## config.mk

```make
export PLATFORM = sky130hd
export DESIGN_NAME = traffic_phase_scheduler
export DESIGN_NICKNAME = d
export VERILOG_FILES = /design/src/rtl/traffic_pkg.sv /design/src/rtl/tick_prescaler.sv /design/src/rtl/traffic_phase_scheduler.sv
export SDC_FILE = /design/constraint.sdc
export NUM_CORES = 1
export LEC_CHECK = 0
export CORE_MARGIN = 2
export CORE_UTILIZATION = 45
export CTS_CLUSTER_SIZE = 16
export DETAILED_ROUTE_END_ITERATION = 10
export PLACE_DENSITY = 0.63
export RECOVER_POWER = 50
export SLEW_MARGIN = 0
export SYNTH_ARGS = -nofsm -noshare
export SYNTH_HDL_FRONTEND = slang
export SYNTH_SLANG_ARGS = --single-unit
```

## constraint.sdc

```tcl
create_clock -name clk -period 6.2 [get_ports clk]
set_input_delay 1.24 -clock clk [delete_from_list [all_inputs] [get_ports clk]]
set_output_delay 1.24 -clock clk [all_outputs]
set_load 0.03 [all_outputs]
```

## src/rtl/traffic_pkg.sv

```systemverilog
// traffic_pkg: shared state codes, light codes, phase indices and head-light decode for traffic_phase_scheduler
package traffic_pkg;
  localparam logic [2:0] ALL_RED = 3'd0, GREEN = 3'd1, YELLOW = 3'd2, FLASH = 3'd3;
  typedef enum logic [1:0] {
    LIGHT_GREEN  = 2'b00,
    LIGHT_YELLOW = 2'b01,
    LIGHT_DARK   = 2'b10,
    LIGHT_RED    = 2'b11
  } light_t;
  localparam logic [1:0] PH_A_THRU = 2'd0, PH_A_LEFT = 2'd1, PH_B_THRU = 2'd2, PH_B_LEFT = 2'd3;
  function automatic logic [1:0] head_light(input logic [2:0] st, input logic [1:0] ph, input logic blink, input logic [1:0] idx);
    return (st == GREEN && ph == idx) ? LIGHT_GREEN :
           (st == YELLOW && ph == idx) ? LIGHT_YELLOW :
           (st == FLASH && !blink) ? LIGHT_DARK : LIGHT_RED;
  endfunction
endpackage

```

## src/rtl/tick_prescaler.sv

```systemverilog
// tick_prescaler: divides enabled clk cycles by TICK_DIV; ports clk, rst_n (sync active-low), ena (count enable), tick (one-cycle pulse on the last count)
module tick_prescaler #(
  parameter int TICK_DIV = 12000000
) (
  input  logic clk,
  input  logic rst_n,
  input  logic ena,
  output logic tick
);
  localparam int W = TICK_DIV > 1 ? $clog2(TICK_DIV) : 1;
  localparam logic [W-1:0] LAST = W'(TICK_DIV - 1);
  logic [W-1:0] cnt;
  assign tick = ena && cnt == LAST;
  always_ff @(posedge clk)
    if (!rst_n) cnt <= '0;
    else if (ena) cnt <= tick ? '0 : cnt + 1'b1;
endmodule

```

## src/rtl/traffic_phase_scheduler.sv

```systemverilog
// traffic_phase_scheduler: round-robin four-head signal sequencer; in clk, rst_n, ena, req[3:0], maint; out a_light, a_lt_light, b_light, b_lt_light, phase, state, pending, tick
module traffic_phase_scheduler
  import traffic_pkg::*;
#(
  parameter int TICK_DIV  = 12000000,
  parameter int GREEN_MIN = 5,
  parameter int GREEN_MAX = 15,
  parameter int YELLOW_T  = 3,
  parameter int ALLRED_T  = 2,
  parameter int CNT_W     = 8
) (
  input  logic       clk,
  input  logic       rst_n,
  input  logic       ena,
  input  logic [3:0] req,
  input  logic       maint,
  output logic [1:0] a_light,
  output logic [1:0] a_lt_light,
  output logic [1:0] b_light,
  output logic [1:0] b_lt_light,
  output logic [1:0] phase,
  output logic [2:0] state,
  output logic [3:0] pending,
  output logic       tick
);
  localparam logic [CNT_W:0] G_MIN = (CNT_W + 1)'(GREEN_MIN);
  localparam logic [CNT_W:0] G_MAX = (CNT_W + 1)'(GREEN_MAX);
  localparam logic [CNT_W:0] Y_T   = (CNT_W + 1)'(YELLOW_T);
  localparam logic [CNT_W:0] AR_T  = (CNT_W + 1)'(ALLRED_T);
  logic [CNT_W-1:0] timer;
  logic [CNT_W:0]   e;
  logic [2:0]       nxt_state;
  logic [1:0]       nxt_phase, pick;
  logic             blink, other, enter;
  tick_prescaler #(.TICK_DIV(TICK_DIV)) u_pre (
    .clk  (clk),
    .rst_n(rst_n),
    .ena  (ena),
    .tick (tick)
  );
  assign e = {1'b0, timer} + 1'b1;
  assign other = |(pending & ~(4'b0001 << phase));
  // Scan downwards so the nearest pending phase after the current one wins; k=4 wraps back to the current phase.
  always_comb begin
    pick = 2'd0;
    for (int k = 4; k >= 1; k--)
      if (pending[phase + 2'(k)]) pick = phase + 2'(k);
  end
  always_comb begin
    nxt_state = !tick ? state :
                state == GREEN ? ((maint || (other && (e >= G_MAX || (e >= G_MIN && !req[phase])))) ? YELLOW : GREEN) :
                state == YELLOW ? (e >= Y_T ? ALL_RED : YELLOW) :
                state == FLASH ? (maint ? FLASH : ALL_RED) :
                e >= AR_T ? (maint ? FLASH : GREEN) : ALL_RED;
    enter = nxt_state == GREEN && state != GREEN;
    nxt_phase = enter ? pick : phase;
  end
  always_ff @(posedge clk)
    if (!rst_n) begin
      state   <= ALL_RED;
      phase   <= PH_B_LEFT;
      timer   <= '0;
      pending <= '0;
      blink   <= 1'b1;
    end else begin
      state   <= nxt_state;
      phase   <= nxt_phase;
      timer   <= nxt_state != state ? '0 : (tick && timer != '1) ? timer + 1'b1 : timer;
      pending <= (pending | req) & ~(enter ? 4'b0001 << nxt_phase : 4'b0000);
      blink   <= (nxt_state == FLASH && state != FLASH) ? 1'b1 : (state == FLASH && tick) ? ~blink : blink;
    end
  assign a_light    = head_light(state, phase, blink, PH_A_THRU);
  assign a_lt_light = head_light(state, phase, blink, PH_A_LEFT);
  assign b_light    = head_light(state, phase, blink, PH_B_THRU);
  assign b_lt_light = head_light(state, phase, blink, PH_B_LEFT);
endmodule

```

==> summary.md, run 1 <==
| Metric | Value |
|---|---|
| GPL Wtd Cong | 0.8255 |
| Clock share of power | 41.5% |
| Vias in the first global route | 1,978 |
| Hold-fix buffers, CTS | 0 |
| Clk_lat worst skew | 0.30 ns |
| HP Start | u_pre.cnt[20]$_SDFFE_PN0P_ |
| CORE AREA | 0.005507 mm2 |
| Delay-heaviest family, CP | buffers and inverters |
| DR iter-0 viols | 108 |
| Power Dens Cells | 177.4 mW/mm2 |
| Comb power frac | about 5.7% |
| Post-route antenna net violation count | 0 |
| Nets | 350 |
| HP Class | reg2reg |
| CTS sink count | 42 |
| Post-synth top area cell | dfxtp_1 |
| Initial core utilization | 46.53% |
| Switch Pwr | 0.1190 mW |
| CP endpoint kind | output pin |
| EDFF count, synth | 0 |
| Util after Layout | a little over half |
| Layout area overhead | 15.48% |
| Register area share after synthesis | about a third |
| Slew Limit Headroom | 21.54% |
| Slew @ Worst Pin | 1.173 ns |
| Status | finished, final reports clean |
| RR Endpoint | timer[4]$_SDFFE_PP0P_ |
| Total Routing Usage GR | between 10% and 20% |
| Req. time, crit path | 4.96 ns |
| Mapped Nets | 330 |
| FF-to-FF setup slack | between 2 and 3 ns |
| CP max stage delay | 0.71 ns |
| DRC Markers | 0 |
| Crit path cell chain | dlygate4sd3_1, and3_1, nand3_1, or2_0, inv_1, clkdlybuf4s50_1 |
| F_max | 215.3 MHz |
| Core Rows | 27 |
| Cell area after synthesis | 0.002562 mm2 |
| Die height | 79.46 um |
| WP depth | 6 |
| Drt total wl | 5411 um |
| Max Slew Vio Count | 0 |
| Die X | 79.46 um |
| Initial antenna violation count | 0 |
| Setup TNS | 0 ns |
| H-tree lvl count | 2 |
| Worst Path Class, Setup | in2out |
| Tmin final | ~4.6 ns |
| Clock buffer count from CTS | 5 |
| Setup Skew | approximately 0.013 ns |
| Via count | 2,204 |
| Avg Cell Area, Syn | ~8 um2 |
| Yosys reg bits | 42 |
| DR WL/cell | 13.33 um |
| Largest net degree at the start of global routing | 23 |
| Post-CTS Setup Bufs | 0 |
| Hold Violations, Final | 0 |
| Commonest cells in the netlist | 42 x dfxtp_1, 39 x nor2_1, 24 x nand2_1 |
| CP arrival | 3.41 ns |
| Reg2Reg Launch Point | timer[0]$_SDFFE_PP0P_ |
| Final Cycle Share | around three quarters |
| Internal power | 0.4059 mW |
| Syn Inst Count | 313 |
| Post-DP HPWL | just over 4000 um |
| Cells on Worst Hold Path | 2 |
| Share of post-route cells with drive strength above 1 | around 6.9% |
| Reg2reg path depth | 7 |
| CP bufs+invs | 3 |
| Top-count cell post-synth | dfxtp_1 |
| Sequential Power Share | 52.8% |
| Post-cts resize count | 0 |
| PortBufs | 25 |
| Finish-stage setup viols | 0 |
| Share of the synthesized area in the top cell type | 32.81% |
| CP max-delay cell | dlygate4sd3_1 |
| Netlist cell types | 51 |
| Crit-path max FO | 10 |
| Synth top area cells | dfxtp_1 33%, nor2_1 5.7%, xor2_1 5.5% |
| DR vias/cell | 5.429 |
| First-pass GRT wire length | roughly 9500 um |
| Ports | 26 |
| CTS max path bufs | 2 |
| Max Cap Viol | 0 |
| Sw Ratio | between 20% and 30% |
| Diodes inserted | 0 |
| # fillers | roughly 500 |
| Reg clk slew, reported paths | ~0.080 ns |
| Pre-antenna DRT Iters | 4 |
| CTS tree | built |
| Unrepaired setup endpoints after global routing | false |
| Synth async-reset ratio | 0% |
| Maximum VDD drop | 0.1282 mV |
| Worst setup SP type | primary input |
| Top FF cell, synth | dfxtp_1 |
| Die area | ~0.0063 mm2 |
| Worst Hold Path EP | u_pre.cnt[20]$_SDFFE_PN0P_ |
| GR Overflow Total | 0 |
| Yosys warning count | 0 |
| Root Buffer | clkbuf_8 |
| Leak | 1.051 nW |
==> metrics by stage <==
step	std cells	cell area [um2]	total power, mW	setup slack [ns]	hold WS [ns]
3_3_place_gp	398	2849	0.3139	1.629	0.4937
4_1_cts	406	2959	0.5293	1.603	0.5100
2_1_floorplan	313	2562	0.3010	2.660	0.4670
5_1_grt	406	2959	0.5449	1.398	0.5363
6_report	406	2959	0.5249	1.554	0.5108
3_5_place_dp	398	2849	0.3140	1.591	0.4989
==> logic make-up (layout without fill, tap and decap cells) <==
| logic type | count (synthesis) | in the layout | synth area share (%) |
|---|---|---|---|
| fa+ha+maj | 9 | 9 | 4.395 |
| compound gates | 53 | 53 | 13.87 |
| simple gates | 149 | 149 | 31.69 |
| mux | 6 | 6 | 3.320 |
| flops | 42 | 42 | 32.81 |
| buf+inv | 25 | 46 | 4.004 |
| xor+xnor | 29 | 29 | 9.912 |
==> cell type report <==
cell class | count | area (um2) | area share, %
inverter | 13 | 48.80 | 1.649
tap | 72 | 90.09 | 3.044
sequential | 42 | 840.8 | 28.41
clock buffer | 6 | 72.57 | 2.452
clock inverter | 2 | 37.54 | 1.268
multi-input combinational | 246 | 1619 | 54.71
timing repair buffer | 25 | 250.2 | 8.457
==> tightest hold or removal path: stages (launching register included) <==
cell and delay (ns):
dfxtp_1 0.34, o21ai_0 0.08, a21oi_1 0.06
==> flip-flops by register name, indices dropped and copies added, names as in the netlist <==
name       flops
blink          1
u_pre.cnt     24
phase          2
timer          8
state          3
pending        4
==> metal layers <==
layer | part of all wire, % | track usage, %
met2 | 40 | 26.13
met5 | 0 | 0
met4 | 0.57 | 3.621
met1 | 55 | 28.85
met3 | 4.7 | 3.620
==> placed cells by master, fill, tap and decap left out, drive strengths merged, types with 5 or more instances in the layout <==
| cell | n |
|---|---|
| dlygate4sd3 | 13 |
| clkbuf | 6 |
| nor3 | 13 |
| nor2 | 39 |
| xnor2 | 13 |
| clkdlybuf4s50 | 12 |
| xor2 | 16 |
| nand3 | 15 |
| a21oi | 14 |
| inv | 13 |
| nor4 | 9 |
| nand2b | 5 |
| o21ai | 18 |
| nand2 | 24 |
| nand4 | 9 |
| and3 | 7 |
| dfxtp | 42 |
| ha | 9 |
==> power groups by stage <==
stage / clock network [mW] / registers (mW) / logic, mW
4_1_cts: 0.221 / 0.277 / 0.0308
2_1_floorplan: 0 / 0.286 / 0.0153
3_5_place_dp: 0 / 0.283 / 0.0306
3_3_place_gp: 0 / 0.283 / 0.0304
5_1_grt: 0.235 / 0.278 / 0.0326
6_report: 0.218 / 0.277 / 0.0298
==> worst max path at each step <==
stage               start  endpoint  slack [ns]
CTS                   ena      tick        1.60
global placement      ena      tick        1.63
finish                ena      tick        1.55
floorplan             ena      tick        2.66
global route          ena      tick        1.40
detailed placement    ena      tick        1.59
No activity file was read; power rests on OpenSTA's default activity.
==> inputs of run 2 (changes only) <==
clock period = 4.62 ns   (was 6.2 ns; I/O delays follow)
==> summary.md, run 2 (synthesized netlist as in run 1, its figures left out) <==
| Metric | Value |
|---|---|
| Status | finished, final reports clean |
| Clk_lat worst skew | 0.29 ns (about the same) |
| Setup Skew | 0.007684 ns (-0.005734 ns) |
| GR Overflow Total | 0 (unchanged) |
| Fin area | 0.002967 mm2 (+0.25%) |
| Clock share of power | 41.4% (about the same) |
| Crit-path max FO | 10 (unchanged) |
| CP endpoint kind | output pin |
| H-tree lvl count | 2 (unchanged) |
| Reg clk slew, reported paths | 0.08 ns (about the same) |
| Pre-CTS WS | 0.6501 ns (-0.9411 ns) |
| Diodes inserted | 0 (unchanged) |
| Vias in the first global route | 2,094 (+5.9%) |
| Post-cts resize count | 0 (unchanged) |
| Die X | 79.46 um (unchanged) |
| Post-route antenna net violation count | 0 (unchanged) |
| Via count | 2,228 (+1.1%) |
| Hold Violations, Final | 0 (unchanged) |
| DRC Markers | 0 (unchanged) |
| Maximum VDD drop | 0.2783 mV (+120%) |
| Power Dens Cells | 236.7 mW/mm2 (+33%) |
| GPL Wtd Cong | 0.8266 (+0.13%) |
| Pre-antenna DRT Iters | 4 (unchanged) |
| Die height | 79.46 um (unchanged) |
| Top flop regs | u_pre.cnt x24, timer x8, pending x4 |
| Root Buffer | clkbuf_8 |
| Largest Register | u_pre.cnt |
| CP arrival | 3.09 ns (-0.32 ns) |
| CORE AREA | 0.005507 mm2 (unchanged) |
| Comb power frac | 5.6% (about the same) |
| Initial core utilization | 46.53% (unchanged) |
| Req. time, crit path | 3.70 ns (-1.26 ns) |
| CTS tree | built |
| Internal power | 0.5446 mW (+34%) |
| Leak | 1.060 nW (+0.81%) |
| Most common cell after layout, fill and taps aside | dfxtp_1 |
| DR vias/cell | 5.474 (+0.84%) |
| Final Cycle Share | 86.81% |
| DR WL/cell | 13.64 um (+2.4%) |
| Sequential Power Share | 52.9% (about the same) |
| Largest register FFs | 24 (unchanged) |
| Final Non-Filler Cells | 407 (+0.25%) |
| Worst Path Class, Setup | in2out |
| HP Class | reg2reg |
| Clock buffer count from CTS | 5 (unchanged) |
| Slew @ Worst Pin | 0.7724 ns (-0.4008 ns) |
| Max Slew Vio Count | 0 (unchanged) |
| Worst setup SP type | primary input |
| Initial antenna violation count | 0 (unchanged) |
| CTS max path bufs | 2 (unchanged) |
| CTS sink count | 42 (unchanged) |
| Min setup slack post-route | 0.6094 ns (-0.9451 ns) |
| Sw Ratio | 22.46% (-0.21 points) |
| Die area | 0.006314 mm2 (unchanged) |
| DR iter-0 viols | 158 (+46%) |
| Largest net degree at the start of global routing | 23 (unchanged) |
| Finish-stage setup viols | 0 (unchanged) |
| Switch Pwr | 0.1577 mW (+33%) |
| Max Cap Viol | 0 (unchanged) |
| Unrepaired setup endpoints after global routing | false |
| # fillers | 541 (+8.6%) |
| Tmin final | approximately 4.0 ns |
| F_max | 249.3 MHz |
| Ports | 26 (unchanged) |
| Dpl cells | 399 (+0.25%) |
| Share of post-route cells with drive strength above 1 | 7.164% (+0.28 points) |
| Util after Layout | 53.87% (+0.14 points) |
| Core Rows | 27 (unchanged) |
| Post-DP HPWL | 4123 um (+1.4%) |
| PortBufs | 25 (unchanged) |
| Layout area overhead | 15.77% |
| Total Routing Usage GR | 19.08% (+0.59 points) |
| First-pass GRT wire length | 9798 um (+3.5%) |
| Hold-fix buffers, CTS | 0 (unchanged) |
| Setup TNS | 0 ns (unchanged) |
| Nets | 351 (+0.29%) |
| Most frequent cells in the layout | 42 x dfxtp_1, 39 x nor2_1, 24 x nand2_1 |
| Drt total wl | 5553 um (+2.6%) |
| Dpl cell area | 0.002856 mm2 (+0.26%) |
| Slew Limit Headroom | 48.11% (+27 points) |
| Post-CTS Setup Bufs | 0 (unchanged) |
[run 2: layer usage]
metal	global-route usage [%]	share of wire, %	up-vias
met3	3.394	3.9	2
met4	3.621	0.38	0
met2	28.66	40	50
met5	0	0	-
li1	-	-	1151
met1	28.66	55	1025
[run 2: area by class of cell]
cell class | instances | area (um2) | share of cell area (%)
clock inverters | 2 | 37.54 | 1.265
well taps | 72 | 90.09 | 3.037
inverters | 13 | 48.80 | 1.645
clock buffers | 6 | 72.57 | 2.446
flip-flops and latches | 42 | 840.8 | 28.34
repair buffers | 26 | 257.7 | 8.688
multi-input cells | 246 | 1619 | 54.58
[run 2: final timing paths]
path | from | to | slack [ns] | cells after the start
max | ena | tick | 0.61 | 6
min | u_pre.cnt[20]$_SDFFE_PN0P_ | u_pre.cnt[20]$_SDFFE_PN0P_ | 0.52 | 2
max reg2reg | timer[0]$_SDFFE_PP0P_ | timer[2]$_SDFFE_PP0P_ | 1.62 | 8
min reg2reg | u_pre.cnt[20]$_SDFFE_PN0P_ | u_pre.cnt[20]$_SDFFE_PN0P_ | 0.52 | 2
[run 2: through the flow]
stage          hold slack [ns]  power [mW]
2_1_floorplan           0.4670      0.4039
3_3_place_gp            0.4941      0.4213
3_5_place_dp            0.5057      0.4211
4_1_cts                 0.5180      0.7104
5_1_grt                 0.5361      0.7289
6_report                0.5201      0.7023
[run 2: worst max-delay path, stage by stage]
cell and delay, ns:
dlygate4sd3_1 0.71, and3_1 0.26, nand3_1 0.07, or2_0 0.36
inv_1 0.10, clkdlybuf4s50_1 0.66
[run 2: power by group through the flow]
stage	clock (mW)	combinational, mW	sequential (mW)
after floorplan	0	0.0205	0.383
after global placement	0	0.0409	0.380
after detailed placement	0	0.0406	0.380
after CTS	0.298	0.0407	0.372
after global routing	0.313	0.0436	0.373
final	0.291	0.0394	0.372
==> inputs of run 3 (changes only) <==
PLACE_DENSITY = 0.66   (was 0.63)
REMOVE_ABC_BUFFERS = 1   (was default)
==> summary.md, run 3 (synthesized netlist as in run 1, its figures left out) <==
| Metric | Value |
|---|---|
| Min setup slack post-route | 0.8251 ns (+0.2157 ns) |
| Initial core utilization | 46.53% (unchanged) |
| Die X | 79.46 um (unchanged) |
| CTS max path bufs | 2 (unchanged) |
| Pre-antenna DRT Iters | 4 (unchanged) |
| GPL Wtd Cong | 0.7902 (-4.4%) |
| Unrepaired setup endpoints after global routing | false |
| Status | finished, final reports clean |
| Die area | 0.006314 mm2 (unchanged) |
| Layout area overhead | 15.38% |
| Fin area | 0.002957 mm2 (-0.34%) |
| Leak | 1.060 nW (about the same) |
| DRC Markers | 0 (unchanged) |
| CP arrival | 2.87 ns (-0.22 ns) |
| Crit path cell chain | dlygate4sd3_1, and3_1, nand3_1, or2_0, inv_1, clkdlybuf4s50_1 |
| CP max stage delay | 0.67 ns (-0.04 ns) |
| Total Routing Usage GR | 18.74% (-0.34 points) |
| Req. time, crit path | 3.70 ns (about the same) |
| Ports | 26 (unchanged) |
| Drt total wl | 5444 um (-2.0%) |
| DR WL/cell | 13.34 um (-2.2%) |
| Core Rows | 27 (unchanged) |
| Maximum VDD drop | 0.1666 mV (-40%) |
| Reg clk slew, reported paths | 0.09 ns (about the same) |
| CP max-delay cell | clkdlybuf4s50_1 |
| Share of post-route cells with drive strength above 1 | 7.738% (+0.57 points) |
| HP Class | reg2reg |
| Register area | 840.8 um2 (unchanged) |
| Util after Layout | 53.69% (-0.18 points) |
| Final Cycle Share | 82.14% (-4.7 points) |
| Worst Path Class, Setup | in2out |
| Hold Violations, Final | 0 (unchanged) |
| Post-cts resize count | 0 (unchanged) |
| Multi-input logic area | 0.001619 mm2 (unchanged) |
| Most common cell after layout, fill and taps aside | dfxtp_1 |
| CORE AREA | 0.005507 mm2 (unchanged) |
| H-tree lvl count | 2 (unchanged) |
| Via count | 2,229 (+0.045%) |
| CP bufs+invs | 3 (unchanged) |
| CTS tree | built |
| PortBufs | 25 (unchanged) |
| Hold-fix buffers, CTS | 0 (unchanged) |
| Dpl cells | 400 (+0.25%) |
| Power consumption | 0.6548 mW (-6.8%) |
| Max Cap Viol | 0 (unchanged) |
| Initial antenna violation count | 0 (unchanged) |
| Nets | 352 (+0.28%) |
| Delay-heaviest family, CP | buffers and inverters |
| Die height | 79.46 um (unchanged) |
| DR iter-0 viols | 75 (-53%) |
| Crit-path max FO | 7 (-3) |
| GR Overflow Total | 0 (unchanged) |
| Tmin final | 3.795 ns (-0.2157 ns) |
| Slew @ Worst Pin | 0.7185 ns (-0.05389 ns) |
| # fillers | 533 (-1.5%) |
| CTS sink count | 42 (unchanged) |
| Post-CTS Setup Bufs | 0 (unchanged) |
| Clock buffer count from CTS | 5 (unchanged) |
| Finish-stage setup viols | 0 (unchanged) |
| DR vias/cell | 5.463 (-0.20%) |
| Top flop regs | u_pre.cnt x24, timer x8, pending x4 |
| Slew Limit Headroom | 51.73% (+3.6 points) |
| CP endpoint kind | output pin |
| Max Slew Vio Count | 0 (unchanged) |
| First-pass GRT wire length | 9591 um (-2.1%) |
| Pre-CTS WS | 0.8828 ns (+0.2326 ns) |
| Setup Skew | 0.01177 ns (+0.004089 ns) |
| Largest register FFs | 24 (unchanged) |
| Setup TNS | 0 ns (unchanged) |
| Most frequent cells in the layout | 42 x dfxtp_1, 39 x nor2_1, 24 x nand2_1 |
| Post-DP HPWL | 4008 um (-2.8%) |
| Largest Register | u_pre.cnt |
| Diodes inserted | 0 (unchanged) |
| Post-route antenna net violation count | 0 (unchanged) |
| Vias in the first global route | 2,108 (+0.67%) |
| Power Dens Cells | 221.5 mW/mm2 (-6.5%) |
| F_max | 263.5 MHz (+5.7%) |
| Dpl cell area | 0.002864 mm2 (+0.26%) |
| Hold slack | 0.5247 ns (+0.004642 ns) |
| Worst setup SP type | primary input |
| Largest net degree at the start of global routing | 23 (unchanged) |
| Root Buffer | clkbuf_8 |
| Clk_lat worst skew | 0.30 ns (about the same) |
| Final Non-Filler Cells | 408 (+0.25%) |
[run 3: changes by cell type in the layout (fill, tap and decap cells not counted), sizes merged]
cell	delta
dlygate4sd3	-2
clkdlybuf4s50	+2
buf	+1
bufinv	-1
clkbuf	-1
clkinvlp	+1
inv	+1
[run 3: power breakdown]
part / internal (mW) / switching (mW) / total, mW
Sequential: 0.365 / 0.00632 / 0.372
Clock: 0.108 / 0.135 / 0.243
Combinational: 0.0183 / 0.0217 / 0.0400
[run 3: final cells by class]
type                    count  share of cell area, %
repair buffers             27                  8.972
multi-input cells         246                  54.76
inverters                  13                  1.650
clock buffers               5                  2.328
well taps                  72                  3.047
flip-flops and latches     42                  28.44
clock inverters             3                 0.8041
[run 3: worst register-to-register path, delay by kind of cell (launching register included)]
kind	cells	cell delay, ns
adder cells (fa/ha/maj)	1	0.35
flip-flops	1	0.50
AO/OA/AOI/OAI	2	0.69
AND/OR/NAND/NOR	4	1.18
buffers and inverters	1	0.13
[run 3: final timing paths]
| path | slack [ns] | end | from | cells after the start |
|---|---|---|---|---|
| setup / recovery | 0.83 | tick | ena | 6 |
| hold / removal | 0.52 | u_pre.cnt[1]$_SDFFE_PN0P_ | u_pre.cnt[1]$_SDFFE_PN0P_ | 2 |
| setup reg to reg | 1.64 | timer[0]$_SDFFE_PP0P_ | timer[0]$_SDFFE_PP0P_ | 8 |
| hold reg to reg | 0.52 | u_pre.cnt[1]$_SDFFE_PN0P_ | u_pre.cnt[1]$_SDFFE_PN0P_ | 2 |
[run 3: metal layers]
layer  share of wire (%)  GRT usage (%)  up-vias
met4                 2.3          7.414        0
met5                   0              0        -
met2                  46          31.76       35
li1                    -              -     1160
met3                 2.7          2.376        9
met1                  49          24.07     1025
==> RTL change 1 (flow settings as in run 2) <==
Set the parameter `GREEN_MAX` to 7 (it was 15).
--- a/src/rtl/traffic_phase_scheduler.sv
+++ b/src/rtl/traffic_phase_scheduler.sv
@@ -5,5 +5,5 @@
   parameter int TICK_DIV  = 12000000,
   parameter int GREEN_MIN = 5,
-  parameter int GREEN_MAX = 15,
+  parameter int GREEN_MAX = 7,
   parameter int YELLOW_T  = 3,
   parameter int ALLRED_T  = 2,
Formal check against the unedited RTL: same outputs for any inputs over 10 cycles, from zero or initial values and one cycle with rst_n low; that may be too few to reach the edited logic, so the function may still have changed.
==> RTL change 1 against run 2 <==
  * Sequential share of layout area down 0.55 points
  * Worst setup slack gained 0.091 ns
  * Wire length up 3.5%
  * Power increased by 9.8%
  * Final area grew 2.0%
  * Global-route usage about the same
  * Sequential cell count did not move
  * Clock power is 21% higher
  * Area after synthesis increased by 2.9%
  * Critical path type is now reg2out
  * Largest cell class unchanged
  * Largest power group unchanged
==> RTL change 1: results (changes against run 2) <==
metric,value,unit,change
total number of vias,2281,,was 2228
synth warn,0,,unchanged
Hold/Removal Path Class,reg2reg,,unchanged
drt initial violations,120,,was 158
Mean Syn Cell Area,8.087,um^2,was 8.187 um^2
Worst-Margin Slew,0.7493,ns,was 0.7724 ns
P_leak,1.099,nW,was 1.060 nW
"Top FF cell, synth",dfxtp_1,,unchanged
initial antenna violation count,0,,unchanged
final wirelength,5.749,mm,was 5.553 mm
Regs by FF count,"u_pre.cnt x24, timer x8, pending x4",,unchanged
sequential share of the synthesized area,31.89,%,was 32.81%
IO buf count,25,,unchanged
synth unique cells,56,,was 51
vias in the first global route,2105,,was 2094
Num CTS Buffers,5,,unchanged
CTS resizes,0,,unchanged
syn_nets,343,,was 330
DP HPWL,4.189,mm,was 4.123 mm
H-tree levels,2,,unchanged
Max VDD drop,0.0001372,V,was 0.0002783 V
RD Place Congestion,0.8184,,was 0.8266
first-pass GRT wire length,9.860,mm,was 9.798 mm
GRT Util Overall,19.09,%,was 19.08%
data arrival time of the worst path,3.00,ns,was 3.09 ns
ys async rst share,0,%,unchanged
# fillers,563,,was 541
Post-Place Cells,409,,was 399
nets@finish,361,,was 351
"top cells by count, synth","43 x nor2_1, 42 x dfxtp_1, 27 x nand2_1",,"was 42 x dfxtp_1, 39 x nor2_1, 24 x nand2_1"
r2r startpoint,phase[0]$_SDFF_PN1_,,was timer[0]$_SDFFE_PP0P_
largest net degree at the start of global routing,23,,unchanged
"Reg clk slew, reported paths",0.08,ns,about the same
Post-CTS Setup Inserts,0,,unchanged
status,finished clean,,unchanged
hold_sp,u_pre.cnt[1]$_SDFFE_PN0P_,,was u_pre.cnt[20]$_SDFFE_PN0P_
Root Buffer Master,clkbuf_8,,unchanged
Reg with most FFs,u_pre.cnt,,unchanged
# diodes,0,,unchanged
routed len/inst,13.79,um,was 13.64 um
clk_skew,0.004188,ns,was 0.007684 ns
peak fanout along the critical path,7,,was 10
DRT Pass-1 Iters,4,,unchanged
Clock Latency Late Sink,0.30,ns,
Crit. Startpoint,u_pre.cnt[0]$_SDFFE_PN0P_,,was ena
clk buf depth,2,,unchanged
area post-placement,2919,um^2,was 2856 um^2
Area contributors post-synth,"dfxtp_1 32%, nor2_1 6.1%, xor2_1 6.0%, ha_1 4.3%, nand3_1 4.0%",,"was dfxtp_1 33%, nor2_1 5.7%, xor2_1 5.5%, xnor2_1 4.4%, ha_1 4.4%"
share of post-route cells with drive strength above 1,5.797,%,was 7.164%
-- RTL change 1: changes by cell type in the layout (fill, tap and decap cells not counted), sizes merged, moves of 4 or more --
cell and delta:
and4b +4, inv -4, nand3 +6, nor2 +5, or3 -4, nor2b +12, nor4 -4
-- RTL change 1: cell families after synthesis --
kind of cell / count (synthesis) / share of synthesized area, %
buffers and inverters: 24 / 3.749
multiplexers: 6 / 3.275
AND/OR/NAND/NOR: 161 / 33.22
adder cells (fa/ha/maj): 9 / 4.272
flip-flops: 42 / 31.89
XOR/XNOR: 28 / 9.302
AO/OA/AOI/OAI: 56 / 14.29
-- RTL change 1: metrics by stage --
step	hold slack (ns)	total power, mW	setup WS, ns
finish	0.5198	0.7713	0.7005
detailed placement	0.5105	0.4302	0.8116
global placement	0.5045	0.4302	0.8237
CTS	0.5222	0.7827	0.7933
global route	0.5554	0.8008	0.5232
floorplan	0.4709	0.4113	1.667
-- RTL change 1: worst paths after layout --
kind | endpoint | slack (ns) | cells past startpoint
setup reg to reg | timer[6]$_SDFFE_PP0P_ | 1.51 | 8
setup / recovery | tick | 0.70 | 6
hold / removal | u_pre.cnt[1]$_SDFFE_PN0P_ | 0.52 | 2
hold reg to reg | u_pre.cnt[1]$_SDFFE_PN0P_ | 0.52 | 2
-- RTL change 1: where the power goes --
| part | total (mW) | internal, mW | switching (mW) |
|---|---|---|---|
| Combinational | 0.0455 | 0.0216 | 0.0239 |
| Clock | 0.351 | 0.217 | 0.135 |
| Sequential | 0.375 | 0.367 | 0.00764 |
| Total | 0.771 | 0.605 | 0.166 |
-- RTL change 1: layout make-up --
| class | instances | area, um^2 | share of cell area [%] |
|---|---|---|---|
| clock buffer | 5 | 68.82 | 2.275 |
| timing repair buffer | 26 | 257.7 | 8.519 |
| inverter | 9 | 33.78 | 1.117 |
| clock inverter | 3 | 68.82 | 2.275 |
| sequential | 42 | 840.8 | 27.79 |
| multi-input combinational | 260 | 1665 | 55.05 |
| tap | 72 | 90.09 | 2.978 |
-- RTL change 1: worst max-delay path: stages (launching register included) --
cell	delay [ns]
dfxtp_1	0.38
ha_1	0.21
nand4_1	0.23
or4_1	0.66
or2_0	0.37
inv_1	0.16
clkdlybuf4s50_1	0.69
-- RTL change 1: routing by layer --
layer  GRT usage (%)  up-vias  part of all wire, %
li1                -     1193                    -
met1           27.05     1050                   52
met2           29.25       31                   44
met3           3.034        7                  2.7
met4           6.610        0                  1.3
met5               0        -                    0
==> RTL change 2 (settings of run 2) <==
Made on the original files. `pending` no longer has a reset.
--- a/src/rtl/traffic_phase_scheduler.sv
+++ b/src/rtl/traffic_phase_scheduler.sv
@@ -61,5 +61,4 @@
       phase   <= PH_B_LEFT;
       timer   <= '0;
-      pending <= '0;
       blink   <= 1'b1;
     end else begin
@@ -67,7 +66,10 @@
       phase   <= nxt_phase;
       timer   <= nxt_state != state ? '0 : (tick && timer != '1) ? timer + 1'b1 : timer;
-      pending <= (pending | req) & ~(enter ? 4'b0001 << nxt_phase : 4'b0000);
       blink   <= (nxt_state == FLASH && state != FLASH) ? 1'b1 : (state == FLASH && tick) ? ~blink : blink;
     end
+
+  always_ff @(posedge clk) begin
+    pending <= (pending | req) & ~(enter ? 4'b0001 << nxt_phase : 4'b0000);
+  end
   assign a_light    = head_light(state, phase, blink, PH_A_THRU);
   assign a_lt_light = head_light(state, phase, blink, PH_A_LEFT);
Check against the original RTL: not equivalent (Yosys sat finds a counterexample within 4 cycles, from zero or initial values and one cycle with rst_n low).
==> RTL change 2 against run 2 <==
  * Final area fell by 2.2%
  * Wire length shrank 5.8%
  * Register-to-register slack gained 0.28 ns
  * Critical path depth shrank 1
  * Sequential cell count unchanged
  * Worst setup slack got worse by 0.14 ns
  * Area after synthesis decreased by 2.9%
  * Critical path type unchanged
Power is not compared: it rests on default switching activity, and its combinational part moved more than twofold at a synthesized area within 25%.
==> RTL change 2: results (changes against run 2) <==
metric,value,unit,change
adder-cell area share of the yosys netlist,4.527,%,was 4.395%
WL met2,2.378,mm,was 2.237 mm
hold_sp,u_pre.cnt[4]$_SDFFE_PN0P_,,was u_pre.cnt[20]$_SDFFE_PN0P_
"top cells by count, synth","42 x dfxtp_1, 41 x nor2_1, 23 x nand2_1",,"was 42 x dfxtp_1, 39 x nor2_1, 24 x nand2_1"
share of post-route cells with drive strength above 1,4.478,%,was 7.164%
crit path max-delay cell type,clkdlybuf4s50_1,,was dlygate4sd3_1
status,finished clean,,unchanged
vias in the first global route,1975,,was 2094
area post-placement,2795,um^2,was 2856 um^2
reg2reg path depth,7,,was 8
R2R Setup Slk,1.90,ns,was 1.62 ns
final wirelength,5.231,mm,was 5.553 mm
met3 usage,3.448,%,was 3.394%
Post-Synth XOR/XNOR Area,9.507,%,was 9.912%
worst hold slack,0.5289,ns,was 0.5201 ns
GRT Util Overall,18.28,%,was 19.08%
sequential share of the synthesized area,33.80,%,was 32.81%
# fillers,523,,was 541
Mean Syn Cell Area,7.998,um^2,was 8.187 um^2
DP HPWL,3.896,mm,was 4.123 mm
peak fanout along the critical path,8,,was 10
r2r startpoint,phase[0]$_SDFF_PN1_,,was timer[0]$_SDFFE_PP0P_
DR vias/cell,5.489,,was 5.474
Area contributors post-synth,"dfxtp_1 34%, xor2_1 6.3%, nor2_1 6.2%, ha_1 4.5%, nand3_1 4.2%",,"was dfxtp_1 33%, nor2_1 5.7%, xor2_1 5.5%, xnor2_1 4.4%, ha_1 4.4%"
total number of vias,2234,,was 2228
data arrival time of the worst path,3.22,ns,was 3.09 ns
mux cell area share after synthesis,3.068,%,was 3.320%
Min-Delay Endpoint,u_pre.cnt[4]$_SDFFE_PN0P_,,was u_pre.cnt[20]$_SDFFE_PN0P_
[RTL change 2: cell count changes after synthesis, moves of 3 or more]
cell,before,now
a21bo_2,3,0
a31oi_1,1,4
and2_1,1,5
and4_1,2,5
nand3_1,15,21
nand4_1,9,5
nor3_1,12,20
nor4_1,9,0
o21ai_0,16,12
xnor2_1,13,9
[RTL change 2: cell type report]
type	count	area (um^2)	share of cell area, %
inverter	12	45.04	1.553
tap	72	90.09	3.106
multi-input combinational	247	1553	53.54
clock buffer	5	68.82	2.373
clock inverter	3	45.04	1.553
timing repair buffer	26	257.7	8.887
sequential	42	840.8	28.99
[RTL change 2: worst reg2reg max path, cell delays in order, from the launching register on]
cell and delay (ns):
dfxtp_1 0.57, mux4_2 0.62, a2111oi_0 0.30, or3_1 0.16
a311o_1 0.16, o211ai_1 0.10, a21oi_1 0.54, nor3_1 0.11
